**config.mk**
```make
export PLATFORM = sky130hd
export DESIGN_NAME = tank_motion_ctrl
export DESIGN_NICKNAME = d
export VERILOG_FILES = /design/src/rtl/tank_motion_ctrl.sv
export SDC_FILE = /design/constraint.sdc
export NUM_CORES = 1
export LEC_CHECK = 0
export ABC_CLOCK_PERIOD_IN_PS = 3000
export CORE_ASPECT_RATIO = 0.7
export CORE_MARGIN = 8
export CORE_UTILIZATION = 45
export CTS_CLUSTER_DIAMETER = 200
export DETAILED_ROUTE_END_ITERATION = 7
export GPL_ROUTABILITY_DRIVEN = 0
export PLACE_DENSITY_LB_ADDON = 0.08
export SLEW_MARGIN = 20
export SYNTH_ARGS = -nofsm -noshare
export SYNTH_HDL_FRONTEND = slang
export SYNTH_SLANG_ARGS = --single-unit
```
**constraint.sdc**
```tcl
create_clock -name clk -period 3 [get_ports clk]
set_clock_uncertainty 0.1 [all_clocks]
set_input_delay 0.45 -clock clk [delete_from_list [all_inputs] [get_ports clk]]
set_output_delay 0.45 -clock clk [all_outputs]
set_load 0.02 [all_outputs]
```
**src/rtl/tank_motion_ctrl.sv**
```systemverilog
// Tank motion and fire controller: turns 5-bit tank commands into tile-grid steps,
// validated against the map over a req/ack port, plus a cooldown-paced bullet launcher.
module tank_motion_ctrl #(
    parameter int GRID_W        = 26,
    parameter int GRID_H        = 26,
    parameter int START_X       = 8,
    parameter int START_Y       = 24,
    parameter int START_DIR     = 2,
    parameter int STEP_DIV      = 4,
    parameter int FIRE_COOLDOWN = 32
) (
    input  logic       clk,
    input  logic       reset,
    input  logic       tick,
    input  logic [4:0] cmd,
    output logic       map_req,
    output logic [4:0] map_x,
    output logic [4:0] map_y,
    input  logic       map_ack,
    input  logic       map_blocked,
    output logic [4:0] pos_x,
    output logic [4:0] pos_y,
    output logic [1:0] dir,
    output logic       moving,
    output logic       fire_valid,
    input  logic       fire_ready,
    output logic [4:0] fire_x,
    output logic [4:0] fire_y,
    output logic [1:0] fire_dir
);

    localparam logic [4:0] MAX_X       = 5'(GRID_W - 1);
    localparam logic [4:0] MAX_Y       = 5'(GRID_H - 1);
    localparam logic [4:0] START_X_V   = 5'(START_X);
    localparam logic [4:0] START_Y_V   = 5'(START_Y);
    localparam logic [1:0] START_DIR_V = 2'(START_DIR);
    localparam logic [7:0] STEP_LAST   = 8'(STEP_DIV - 1);
    localparam int         CD_W        = (FIRE_COOLDOWN < 1) ? 1 : $clog2(FIRE_COOLDOWN + 1);
    localparam logic [CD_W-1:0] CD_LOAD = CD_W'(FIRE_COOLDOWN);

    localparam logic [1:0] DIR_DOWN  = 2'd0;
    localparam logic [1:0] DIR_RIGHT = 2'd1;
    localparam logic [1:0] DIR_UP    = 2'd2;
    localparam logic [1:0] DIR_LEFT  = 2'd3;

    typedef enum logic [1:0] {
        IDLE   = 2'd0,
        QUERY  = 2'd1,
        COMMIT = 2'd2
    } state_t;

    state_t          state_q, state_d;
    logic [4:0]      pos_x_q, pos_x_d;
    logic [4:0]      pos_y_q, pos_y_d;
    logic [1:0]      dir_q, dir_d;
    logic [7:0]      step_cnt_q, step_cnt_d;
    logic [4:0]      tgt_x_q, tgt_x_d;
    logic [4:0]      tgt_y_q, tgt_y_d;
    logic            map_req_q, map_req_d;
    logic            moving_q, moving_d;
    logic [CD_W-1:0] cooldown_q, cooldown_d;
    logic            fire_valid_q, fire_valid_d;
    logic [4:0]      fire_x_q, fire_x_d;
    logic [4:0]      fire_y_q, fire_y_d;
    logic [1:0]      fire_dir_q, fire_dir_d;

    logic            req_valid;
    logic [1:0]      req_dir;
    logic [4:0]      next_x;
    logic [4:0]      next_y;
    logic            in_grid;

    // Only a single asserted direction bit counts as a motion request.
    always_comb begin
        req_valid = 1'b1;
        req_dir   = DIR_DOWN;
        case (cmd[3:0])
            4'b0001: req_dir = DIR_DOWN;
            4'b0010: req_dir = DIR_RIGHT;
            4'b0100: req_dir = DIR_UP;
            4'b1000: req_dir = DIR_LEFT;
            default: req_valid = 1'b0;
        endcase
    end

    // Edge tests compare against the current position so the target never wraps.
    always_comb begin
        next_x  = pos_x_q;
        next_y  = pos_y_q;
        in_grid = 1'b1;
        case (dir_q)
            DIR_DOWN: begin
                next_y  = pos_y_q + 5'd1;
                in_grid = (pos_y_q < MAX_Y);
            end
            DIR_RIGHT: begin
                next_x  = pos_x_q + 5'd1;
                in_grid = (pos_x_q < MAX_X);
            end
            DIR_UP: begin
                next_y  = pos_y_q - 5'd1;
                in_grid = (pos_y_q != 5'd0);
            end
            default: begin
                next_x  = pos_x_q - 5'd1;
                in_grid = (pos_x_q != 5'd0);
            end
        endcase
    end

    always_comb begin
        state_d      = state_q;
        pos_x_d      = pos_x_q;
        pos_y_d      = pos_y_q;
        dir_d        = dir_q;
        step_cnt_d   = step_cnt_q;
        tgt_x_d      = tgt_x_q;
        tgt_y_d      = tgt_y_q;
        map_req_d    = map_req_q;
        moving_d     = 1'b0;
        cooldown_d   = cooldown_q;
        fire_valid_d = fire_valid_q;
        fire_x_d     = fire_x_q;
        fire_y_d     = fire_y_q;
        fire_dir_d   = fire_dir_q;

        case (state_q)
            IDLE: begin
                if (tick) begin
                    if (!req_valid) begin
                        step_cnt_d = 8'd0;
                    end else if (req_dir != dir_q) begin
                        dir_d      = req_dir;
                        step_cnt_d = 8'd0;
                    end else if (step_cnt_q != STEP_LAST) begin
                        step_cnt_d = step_cnt_q + 8'd1;
                    end else begin
                        step_cnt_d = 8'd0;
                        if (in_grid) begin
                            tgt_x_d   = next_x;
                            tgt_y_d   = next_y;
                            map_req_d = 1'b1;
                            state_d   = QUERY;
                        end
                    end
                end
            end
            QUERY: begin
                if (map_ack) begin
                    map_req_d = 1'b0;
                    state_d   = map_blocked ? IDLE : COMMIT;
                end
            end
            COMMIT: begin
                pos_x_d  = tgt_x_q;
                pos_y_d  = tgt_y_q;
                moving_d = 1'b1;
                state_d  = IDLE;
            end
            default: begin
                map_req_d = 1'b0;
                state_d   = IDLE;
            end
        endcase

        // Acceptance wins over a same-cycle tick so the full cooldown is always served.
        if (fire_valid_q && fire_ready) begin
            fire_valid_d = 1'b0;
            cooldown_d   = CD_LOAD;
        end else if (tick) begin
            if (cooldown_q != '0) begin
                cooldown_d = cooldown_q - 1'b1;
            end else if (cmd[4] && !fire_valid_q) begin
                fire_valid_d = 1'b1;
                fire_x_d     = pos_x_q;
                fire_y_d     = pos_y_q;
                fire_dir_d   = dir_q;
            end
        end
    end

    always_ff @(posedge clk) begin
        if (reset) begin
            state_q      <= IDLE;
            pos_x_q      <= START_X_V;
            pos_y_q      <= START_Y_V;
            dir_q        <= START_DIR_V;
            step_cnt_q   <= 8'd0;
            tgt_x_q      <= START_X_V;
            tgt_y_q      <= START_Y_V;
            map_req_q    <= 1'b0;
            moving_q     <= 1'b0;
            cooldown_q   <= '0;
            fire_valid_q <= 1'b0;
            fire_x_q     <= START_X_V;
            fire_y_q     <= START_Y_V;
            fire_dir_q   <= START_DIR_V;
        end else begin
            state_q      <= state_d;
            pos_x_q      <= pos_x_d;
            pos_y_q      <= pos_y_d;
            dir_q        <= dir_d;
            step_cnt_q   <= step_cnt_d;
            tgt_x_q      <= tgt_x_d;
            tgt_y_q      <= tgt_y_d;
            map_req_q    <= map_req_d;
            moving_q     <= moving_d;
            cooldown_q   <= cooldown_d;
            fire_valid_q <= fire_valid_d;
            fire_x_q     <= fire_x_d;
            fire_y_q     <= fire_y_d;
            fire_dir_q   <= fire_dir_d;
        end
    end

    assign map_req    = map_req_q;
    assign map_x      = tgt_x_q;
    assign map_y      = tgt_y_q;
    assign pos_x      = pos_x_q;
    assign pos_y      = pos_y_q;
    assign dir        = dir_q;
    assign moving     = moving_q;
    assign fire_valid = fire_valid_q;
    assign fire_x     = fire_x_q;
    assign fire_y     = fire_y_q;
    assign fire_dir   = fire_dir_q;

endmodule

```
Word level (Yosys, flattened, before mapping) --
Cells that the tools add are included. W data, S select, Z words.
Storage, ports and cells: flip-flop bits (word level) 53, input port bits 11, output and inout port bits 37, word-level logic and storage cells 93
Operators by class: add/sub/neg operators 6, $lt $le $gt $ge 2, equal/unequal tests 16, multiplexer cells 27, bitwise logic cells 5, reduce and logical (&&, ||, !) cells 22
Operator list (count):
- $mux W8 | 3
- $pmux W5 S2 | 2
- $mux W6 | 3
- $mux W2 | 7
- $ne A2 B2 Y1 const B | 6
- $reduce_and A6 Y1 | 2
- $add A5 B1 Y5 const B | 2
- $lt A5 B5 Y1 const B | 2
- $reduce_bool A5 Y1 | 2
- $sub A5 B1 Y5 const B | 2
- $add A8 B1 Y8 const B | 1
- $mux W1 | 8
- $ne A8 B2 Y1 const B | 1
- $reduce_and A4 Y1 | 2
- $reduce_and A7 Y1 | 1
- $pmux W1 S3 | 2
- $pmux W2 S3 | 1
- $reduce_and A2 Y1 | 3
- $reduce_bool A6 Y1 | 1
- $sub A6 B1 Y6 const B | 1
- $not A1 Y1 | 5
- $eq A2 B1 Y1 const B | 2
- $eq A2 B2 Y1 const B | 2
- $eq A4 B1 Y1 const B | 1
- 12 further kinds | 16

Logic depth before layout (Yosys ltp) --
Gate-level depths: netlist (run 1).
word-level depth 8, mapped depth 9

Worst setup path before layout (run 1) --
OpenSTA, ideal clock, no wires.
path kind flip-flop to flip-flop, from register dir_q[0], in the netlist dir[0], to register tgt_y_q[4], in the netlist map_y[4], data arrival time 2.331 ns, data required time 2.766 ns, slack 0.435 ns, stages on the path, launching flop included 10, period minus slack after synthesis 2.565 ns, path through dfxtp_1 > buf_6 > buf_4 > nor2_1 > fa_1 > a21o_1 > a2111oi_0 > a2111oi_0 > a2111oi_0 > mux2i_1
On the way: word-level cells in the longest chain between the ends 3, elaborated cells on any way between the ends 8
Ends and longest elaborated chain:
- from (decl) | line 55 | logic [1:0] dir_q, dir_d;
- from (signal assigned) | line 202 | dir_q <= dir_d;
- $eq A2 B2 Y1 (tied with other cells) | line 91 | case (dir_q)
- $pmux W1 S3 or $not A1 Y1 (tied branches)
- $reduce_and A6 Y1 (no line)
- to (signal assigned) | line 205 | tgt_y_q <= tgt_y_d;
- to (decl) | line 58 | logic [4:0] tgt_y_q, tgt_y_d;
Parallel ways exist; a longest one is shown, timed or not. A chain may end at the register's enable or synchronous reset.

Final worst setup path (run 1) --
from register dir_q[1], in the netlist dir[1], to register tgt_y_q[4], in the netlist map_y[4]
Same word-level chain as after synthesis.

==> results of run 1 <==
==> cell usage in the layout, fill, tap and decap left out, drive strengths merged, types with 2 or more instances in the layout <==
| cell type | instances |
|---|---|
| nand3 | 4 |
| mux2i | 22 |
| nand2b | 4 |
| dfxtp | 53 |
| buf | 8 |
| o31ai | 2 |
| a21oi | 17 |
| o21ai | 8 |
| o211ai | 2 |
| nand4 | 3 |
| or4 | 2 |
| clkbuf | 6 |
| xnor2 | 8 |
| nand3b | 2 |
| nor2 | 30 |
| nor4 | 5 |
| fa | 2 |
| mux2 | 2 |
| a2111oi | 4 |
| nor3 | 4 |
| nor2b | 4 |
| or3b | 2 |
| nor3b | 3 |
| xor2 | 11 |
| nand2 | 53 |
| ha | 9 |
| inv | 10 |
| and3 | 5 |
| clkdlybuf4s50 | 47 |
| a211oi | 12 |
| a21o | 3 |
| o211a | 2 |
==> through the flow <==
step | total power, W | worst slack [ns]
floorplan | 0.00107 | 0.435
global placement | 0.00115 | 0.257
detailed placement | 0.00116 | 0.237
CTS | 0.00166 | 0.358
global route | 0.00175 | 0.108
finish | 0.00165 | 0.464
==> worst min-delay path by stage <==
stage / startpoint / to / cells past startpoint
2_1_floorplan: cooldown_q[4] / cooldown_q[4] / 2
3_3_place_gp: map_req / map_req / 2
3_5_place_dp: map_req / map_req / 2
4_1_cts: map_req / map_req / 2
5_1_grt: map_req / map_req / 2
6_report: map_req / map_req / 2
==> layer usage <==
metal	track usage, %	wire, µm	up-vias
met5	0	0	-
met4	4.03	59	0
met3	5.19	421	4
met2	22.5	2870	51
met1	18.7	3130	1080
li1	-	-	1208
==> timing repair <==
action | in CTS | in global routing
setup endpoints to repair | 0 | 1
setup buffers | 0 | 0
resized for setup | 0 | 1
==> cells by family after synthesis <==
family	Yosys count
AO/OA/AOI/OAI	59
buffers and inverters	28
multiplexers	24
XOR/XNOR	19
adder cells (fa/ha/maj)	11
flip-flops	53
AND/OR/NAND/NOR	125
==> tightest hold or removal path: cells and delay by family, from the launching register on <==
family          cells  cell delay (ns)
flops               1             0.32
buf+inv             1             0.05
compound gates      1             0.05
==> cell usage after synthesis (all sizes together), types with 3 or more instances <==
library cell  count
a21o              3
nand3             4
nand4             3
nor2b             4
xnor2             8
nand2b            4
inv              10
nor2             30
xor2             11
and3              5
a21oi            17
nor3              4
nor4              5
clkbuf            8
a2111oi           4
mux2i            22
nor3b             3
ha                9
dfxtp            53
a211oi           12
o21ai             8
nand2            53
buf               8
==> sequential cells by signal, summed over array words and instances, names as in the netlist, 5 cells and up <==
signal	cells
pos_x	5
pos_y	5
map_y	5
fire_x	5
map_x	5
step_cnt_q	8
fire_y	5
cooldown_q	6
==> report_power, final <==
group	total, W	internal [W]	switching [W]
registers	0.000781	0.000743	0.0000377
clock network	0.000504	0.000271	0.000233
logic	0.000362	0.000159	0.000203
==> final cells by class <==
type,count,share of cell area [%]
multi-input combinational,238,46.3
sequential,53,30.8
timing repair buffer,55,15.4
tap,78,2.84
clock buffer,6,2.40
clock inverter,2,1.09
inverter,10,1.09
==> impl_metrics.json, run 1 <==
{
  "ys_ff_latch": 53,
  "synth_edf_count": 0,
  "tns_ns": 0,
  "drcViolationCount": 0,
  "pin_count": 48,
  "initial_core_util_pct": 46.0,
  "rows": 24,
  "cts_tree": "built",
  "hold_path_class": "reg -> reg",
  "clkLatencyLatePin_ns": 0.30,
  "drive_above_1_share_pct": 7.14,
  "yosysTopAreaCell": "dfxtp_1",
  "timing.rr.end": "map_y[4]",
  "die_area_mm2": 0.00908,
  "cp_slowest_cell": "a2111oi_0",
  "worst_pin_slew_ns": 0.868,
  "synth_compound_area_share_pct": 15.0,
  "core_area_mm2": 0.00613,
  "finalCriticalPeriod_ns": 2.54,
  "max_freq_mhz": 394,
  "vias": 2343,
  "port_buffers": 47,
  "synthAdderAreaFrac_pct": 5.42,
  "synth_top_family_by_area": "simple AND/OR/NAND/NOR gates",
  "cp.arrival_ns": 2.61,
  "wl_per_cell_um": 14.7,
  "reg2reg_slack_ns": 0.46,
  "syn_area_mm2": 0.00282,
  "fin_crit_sh_pct": 84.5,
  "drv_cap": 0,
  "syn_inst": 319,
  "die_h_um": 82.2,
  "rr_worst_depth": 8,
  "n_fill_cell": 595,
  "synth-simple-area-share_pct": 21.6,
  "p_leak_nw": 1.36,
  "cpLargestDelayFamily": "compound AO/OA/AOI/OAI gates",
  "synth_flop_cell": "dfxtp_1",
  "syn_area_per_cell_um2": 8.83,
  "die_x_um": 111,
  "cp_common_cell": "a2111oi_0",
  "start_kind": "flip-flop",
  "vdd_drop_max_uv": 279,
  "avgViaCountPerCell": 5.30,
  "endpoint_kind": "flip-flop",
  "synthArstFlopShare_pct": 0,
  "clockBufferDepth": 2,
  "first_pass_iters": 4,
  "setup_viol": 0,
  "holdWs_ns": 0.358,
  "ys_seq_area_share_pct": 37.7,
  "multi_input_area_mm2": 0.00160,
  "place_area_mm2": 0.00332,
  "grt_pass1_wl_um": 11000,
  "p_per_area_mw_per_mm2": 478,
  "yosys-top-cells-area": "dfxtp_1 38%, mux2i_1 7.8%, nand2_1 7.1%",
  "final-hold-violation-count": 0,
  "ys_types": 53,
  "cp_num_buf_inv": 1,
  "rsz0062_at_grt": "no",
  "synthMuxAreaShare_pct": 8.62,
  "path_cells": "inv_1, nor2_2, fa_1, a21o_1, a2111oi_0, a2111oi_0, a2111oi_0, mux2i_1",
  "synth_fp_nets": 341,
  "synth_xor_area_share_pct": 5.91,
  "crit_path_end": "map_y[4]",
  "crit_cells": 8,
  "grt_max_degree": 36,
  "clock_sinks": 53,
  "status": "finished clean",
  "startpoint": "dir[1]",
  "slew_headroom_pct": 42.0,
  "cts_max_level": 2,
  "postRouteAntennaNets": 0,
  "grt_use_total_pct": 14.5,
  "antenna_cells": 0,
  "cts_root_buf": "clkbuf_8",
  "critPathKind": "reg -> reg",
  "routed_wl_um": 6480,
  "nets": 385,
  "layout.cells.non_filler": 442,
  "syn_to_final_growth_pct": 22.3,
  "yosysWarnings": 0,
  "register_area_mm2": 0.00106,
  "cts_buffers": 5,
  "required_ns": 3.08,
  "overflow": 0,
  "place_inst": 434,
  "postCtsHoldBufs": 0,
  "drt_iter0_drc": 92,
  "dp_hpwl_um": 4760,
  "design_area_mm2": 0.00344,
  "crit_fanout": 5,
  "antenna_found_initial": 0,
  "max_stage_delay_ns": 0.44,
  "netlist.area_leader.share_pct": 37.7,
  "final_util_pct": 56.2,
  "slew_viol_final": 0,
  "clkTransAtPathRegs_ns": 0.10,
  "grt_pass1_vias": 2184,
  "r2r-start": "dir[1]"
}
No activity file was read; power rests on OpenSTA's default activity.
==> run 2: changes to the inputs <==
ABC_CLOCK_PERIOD_IN_PS = 2100   (was 3000)
clock period = 2.1 ns   (was 3 ns; I/O delays follow)
==> run 2 against run 1 <==
The flow now finishes with violations (negative setup slack). Total power is 45% higher. Largest cell class unchanged. Global-route usage rose by 1.1 points. Sequential cell count unchanged. Largest power group unchanged. Clock power rose by 32%. Final cell count is 10% higher. Critical path depth stayed put. Worst hold slack gained 0.016 ns. Critical path type unchanged. Combinational power increased by 67%. Setup slack got worse by 0.55 ns.
==> impl_metrics.json, run 2 (synthesized netlist as in run 1, its figures left out) <==
{
  "final_util_pct": 64.0,
  "finalCriticalPeriod_ns": 2.19,
  "cts_root_buf": "clkbuf_8",
  "rsz0062_at_grt": "yes",
  "reg_top3": "step_cnt_q x8, cooldown_q x6",
  "p_sw_share_pct": 28.8,
  "die_h_um": 82.2,
  "clock_sinks": 53,
  "vias": 2539,
  "intPower_w": 0.00170,
  "combPwrFrac_pct": 25.3,
  "cts_buffers": 5,
  "p_sw_w": 0.000689,
  "antenna_cells": 0,
  "pwr-share-seq_pct": 46.8,
  "cts_tree": "built",
  "routed_wl_um": 6960,
  "n_fill_cell": 549,
  "grt_pass1_wl_um": 11900,
  "cts_max_level": 2,
  "p_clk_share_pct": 27.9,
  "hold_path_class": "reg -> reg",
  "p_per_area_mw_per_mm2": 609,
  "antenna_found_initial": 0,
  "path_cells": "inv_2, nor2_4, fa_2, a21o_1, a2111oi_4, a2111oi_1, a2111oi_0, mux2i_1",
  "cp.arrival_ns": 2.26,
  "grt_use_total_pct": 15.6,
  "clkTransAtPathRegs_ns": 0.09,
  "slew_headroom_pct": 65.2,
  "fin_ws_ns": -0.0892,
  "avgViaCountPerCell": 5.20,
  "grt_max_degree": 24,
  "overflow": 0,
  "first_pass_iters": 4,
  "postRouteAntennaNets": 0,
  "required_ns": 2.17,
  "pin_count": 48,
  "wl_per_cell_um": 14.3,
  "grt_pass1_vias": 2444,
  "syn_to_final_growth_pct": 39.2,
  "nets": 431,
  "vdd_drop_max_uv": 315,
  "final-hold-violation-count": 0,
  "postCtsHoldBufs": 0,
  "largest_register_ffs": 8,
  "slew_viol_final": 0,
  "p_leak_nw": 1.61,
  "drive_above_1_share_pct": 20.7,
  "drt_iter0_drc": 108,
  "cp_slowest_cell": "a2111oi_0",
  "violations": "negative setup slack",
  "start_kind": "flip-flop",
  "port_buffers": 47,
  "fin_crit_sh_pct": 104,
  "endpoint_kind": "flip-flop",
  "max_freq_mhz": 457,
  "mostFrequentLayoutCells": "53 x nand2_1, 50 x buf_4, 49 x dfxtp_1, 47 x clkdlybuf4s50_1, 29 x nor2_1",
  "worst_pin_slew_ns": 0.519,
  "die_area_mm2": 0.00908,
  "clkLatencyLatePin_ns": 0.30,
  "dp_hpwl_um": 5150,
  "drv_cap": 0,
  "critPathKind": "reg -> reg",
  "setup_viol": 10,
  "die_x_um": 111,
  "final_common_cell": "nand2_1",
  "max_stage_delay_ns": 0.41,
  "drcViolationCount": 0,
  "total_power_w": 0.00239,
  "initial_core_util_pct": 46.0,
  "top_register": "step_cnt_q",
  "clockBufferDepth": 2,
  "status": "finished, violations left",
  "core_area_mm2": 0.00613,
  "crit_fanout": 4,
  "rows": 24
}
run 2: layer usage:
metal	part of all wire (%)	global-route usage (%)	vias up
met3	6.7	4.98	5
met5	0	0	-
li1	-	-	1300
met2	44	25.0	54
met1	49	20.2	1180
met4	0.67	3.22	0
run 2: layout make-up:
type	instances	area (µm²)	share of cell area [%]
Timing Repair Buffer	101	908	23.2
Clock buffer	8	111	2.84
Multi-Input combinational cell	238	1700	43.3
Inverter	10	37.5	0.958
Sequential cell	53	1070	27.3
Tap cell	78	97.6	2.49
run 2: path summary, 6_finish.rpt:
check | startpoint | end | slack, ns | cells after the start
max | dir[1] | map_y[4] | -0.09 | 8
min | map_req | map_req | 0.37 | 2
max reg2reg | dir[1] | map_y[4] | -0.09 | 8
min reg2reg | map_req | map_req | 0.37 | 2
run 2: power by group through the flow:
stage / registers, W / logic (W) / clock network [W]
2_1_floorplan: 0.00114 / 0.000398 / 0
3_3_place_gp: 0.00114 / 0.000578 / 0
3_5_place_dp: 0.00114 / 0.000583 / 0
4_1_cts: 0.00112 / 0.000594 / 0.000682
5_1_grt: 0.00113 / 0.000671 / 0.000723
6_report: 0.00112 / 0.000604 / 0.000666
run 2: stage by stage:
| step | hold WS [ns] | setup WS, ns | instance area (µm²) | TNS [ns] | std cells |
|---|---|---|---|---|---|
| 6_report | 0.374 | -0.0892 | 3920 | -0.548 | 488 |
| 5_1_grt | 0.395 | -0.188 | 3920 | -1.93 | 488 |
| 4_1_cts | 0.373 | -0.0654 | 3850 | -0.532 | 485 |
| 3_5_place_dp | 0.344 | -0.273 | 3670 | -4.12 | 475 |
| 3_3_place_gp | 0.339 | -0.263 | 3670 | -3.79 | 475 |
| 2_1_floorplan | 0.316 | -0.102 | 2830 | -0.102 | 319 |
run 2: what timing repair did:
| item | CTS | global route |
|---|---|---|
| endpoints found under the setup margin | 12 | 13 |
| setup buffers | 2 | 3 |
| endpoints found under the hold margin | 0 | 0 |
| resized for setup | 12 | 10 |
| pin swaps | 1 | 3 |
run 2: worst max-delay path: cells and delay by family (launching register included):
kind	cells	cell delay, ns
mux	1	0.12
flops	1	0.34
fa+ha+maj	1	0.35
compound gates	4	1.05
simple gates	1	0.05
buf+inv	1	0.07
==> run 3: changes to the inputs <==
--- a/config.mk
+++ b/config.mk
@@ -7,2 +7,3 @@
 export LEC_CHECK = 0
+export ABC_AREA = 1
 export ABC_CLOCK_PERIOD_IN_PS = 2100
--- a/constraint.sdc
+++ b/constraint.sdc
@@ -4,2 +4,2 @@
 set_output_delay 0.315 -clock clk [all_outputs]
-set_load 0.02 [all_outputs]
+set_load 0.01 [all_outputs]
==> run 3 against run 2 <==
The run now ends clean. Setup slack better by 0.22 ns. Sequential cell count unchanged. Clock power down 7.2%. Final cell count up 11%. Fmax up 11%. Combinational power up 44%. Area after synthesis up 0.76%. Utilization down 6.1 points. Critical path depth up 2. Synthesized cell count up 27%. Wire length up 1.2%.
==> impl_metrics.json, run 3 <==
{
  "layout.cells.non_filler": 542,
  "routed_wl_um": 7050,
  "max_freq_mhz": 509,
  "rsz0062_at_grt": "yes",
  "multi_input_area_mm2": 0.00152,
  "avgViaCountPerCell": 4.87,
  "synth.most_common_cell": "nand2_1",
  "wl_per_cell_um": 13.0,
  "die_area_mm2": 0.00914,
  "final_common_cell": "nand2_1",
  "overflow": 0,
  "drt_iter0_drc": 114,
  "synth_common_cells": "96 x nand2_1, 53 x dfxtp_1, 47 x nor2_1, 44 x inv_1, 31 x nand3_1",
  "synthAdderAreaFrac_pct": 5.38,
  "p_leak_nw": 1.56,
  "first_pass_iters": 4,
  "synth_xor_area_share_pct": 3.40,
  "slew_headroom_pct": 74.7,
  "drive_above_1_share_pct": 11.2,
  "netlist.area_leader.share_pct": 37.4,
  "critPathKind": "reg -> reg",
  "synth_edf_count": 0,
  "grt_pass1_wl_um": 11700,
  "syn_area_mm2": 0.00284,
  "yosys-top-cells-area": "dfxtp_1 37%, nand2_1 13%, nor2_1 6.2%",
  "clock_sinks": 53,
  "cts_setup_buffers": 0,
  "endpoint_kind": "flip-flop",
  "place_inst": 534,
  "cts_root_buf": "clkbuf_8",
  "holdWs_ns": 0.387,
  "ys_types": 38,
  "crit_fanout": 5,
  "combPwrFrac_pct": 32.0,
  "rows": 24,
  "start_kind": "flip-flop",
  "intPower_w": 0.00180,
  "grt_pass1_vias": 2317,
  "syn_to_final_growth_pct": 25.6,
  "reg2reg_slack_ns": 0.13,
  "p_sw_share_pct": 33.8,
  "antenna_found_initial": 0,
  "mostFrequentLayoutCells": "96 x nand2_1, 53 x dfxtp_1, 47 x nor2_1, 47 x clkdlybuf4s50_1, 44 x inv_1",
  "clkTransAtPathRegs_ns": 0.10,
  "grt_use_total_pct": 15.6,
  "p_clk_share_pct": 22.7,
  "cp.arrival_ns": 2.07,
  "final-hold-violation-count": 0,
  "cts_buffers": 5,
  "register_area_mm2": 0.00106,
  "final_util_pct": 57.9,
  "finalCriticalPeriod_ns": 1.97,
  "cts_max_level": 2,
  "grt_max_degree": 22,
  "synth-simple-area-share_pct": 34.2,
  "pin_count": 48,
  "top_register": "step_cnt_q",
  "antenna_cells": 0,
  "total_power_w": 0.00272,
  "initial_core_util_pct": 46.1,
  "core_area_mm2": 0.00616,
  "pwr-share-seq_pct": 45.3,
  "die_h_um": 82.4,
  "reg_top3": "step_cnt_q x8, cooldown_q x6",
  "synthArstFlopShare_pct": 0,
  "synthMuxAreaShare_pct": 0,
  "ys_seq_area_share_pct": 37.4,
  "vdd_drop_max_uv": 495,
  "clkLatencyLatePin_ns": 0.31,
  "vias": 2639,
  "synth_top_family_by_area": "simple AND/OR/NAND/NOR gates",
  "setup_viol": 0,
  "drv_cap": 0,
  "required_ns": 2.20,
  "largest_register_ffs": 8,
  "synth_flop_cell": "dfxtp_1",
  "p_sw_w": 0.000918,
  "ys_ff_latch": 53,
  "dp_hpwl_um": 5500,
  "cts_tree": "built",
  "slew_viol_final": 0,
  "yosysWarnings": 0,
  "postRouteAntennaNets": 0,
  "status": "finished clean",
  "p_per_area_mw_per_mm2": 763,
  "worst_pin_slew_ns": 0.376,
  "yosysTopAreaCell": "dfxtp_1",
  "hold_path_class": "reg -> reg",
  "clockBufferDepth": 2,
  "nets": 485,
  "synth_compound_area_share_pct": 10.5,
  "drcViolationCount": 0,
  "port_buffers": 47,
  "syn_inst": 405,
  "synth_fp_nets": 427,
  "n_fill_cell": 595,
  "die_x_um": 111,
  "syn_area_per_cell_um2": 7.00,
  "fin_crit_sh_pct": 93.6
}
[run 3: per-layer routing]
layer	global-route usage (%)	vias to the layer above	share of wire (%)
li1	-	1406	-
met1	22.3	1163	51
met2	22.5	66	42
met3	3.75	4	6.2
met4	5.23	0	0.71
met5	0	-	0
[run 3: critical path, cell delays in order (launching register included)]
cell	delay, ns
dfxtp_1	0.44
nand2_1	0.11
inv_1	0.18
ha_1	0.30
nand3_1	0.10
nand3_1	0.08
or2_2	0.28
nand3_1	0.07
nand2_1	0.08
nand2_1	0.07
nand3_1	0.05
[run 3: cell families (layout without fill, tap and decap cells)]
kind of cell / after synthesis / after routing
simple gates: 210 / 210
buf+inv: 64 / 123
compound gates: 56 / 56
flops: 53 / 53
fa+ha+maj: 11 / 11
xor+xnor: 11 / 11
[run 3: final timing paths]
| path | depth (start not counted) | endpoint | start |
|---|---|---|---|
| hold reg to reg | 2 | pos_x[2] | map_x[2] |
| hold / removal | 2 | pos_x[2] | map_x[2] |
| setup / recovery | 10 | map_y[3] | dir[1] |
| setup reg to reg | 10 | map_y[3] | dir[1] |
[run 3: layout make-up]
type                       count  share of cell area [%]
multi-input combinational    288                    42.8
clock inverter                 2                   0.386
inverter                      54                    5.86
clock buffer                   6                    2.32
sequential                    53                    29.8
timing repair buffer          61                    16.2
tap                           78                    2.74
[run 3: power by group through the flow]
stage               clock [W]  sequential, W  combinational (W)
CTS                  0.000631        0.00123           0.000879
detailed placement          0        0.00125           0.000874
global route         0.000675        0.00124           0.000993
floorplan                   0        0.00127           0.000526
finish               0.000618        0.00123           0.000869
global placement            0        0.00125           0.000855
[run 3: repair_timing]
action,CTS,global route
hold buffers,0,0
endpoints found under the setup margin,0,2
resized for setup,0,3
[run 3: stage by stage]
stage | setup slack [ns] | instance area [µm²] | TNS (ns)
6_report | 0.135 | 3560 | 0
4_1_cts | 0.0814 | 3550 | 0
3_5_place_dp | 0.0655 | 3460 | 0
3_3_place_gp | 0.101 | 3460 | 0
5_1_grt | -0.0228 | 3560 | -0.0322
2_1_floorplan | 0.230 | 2840 | 0
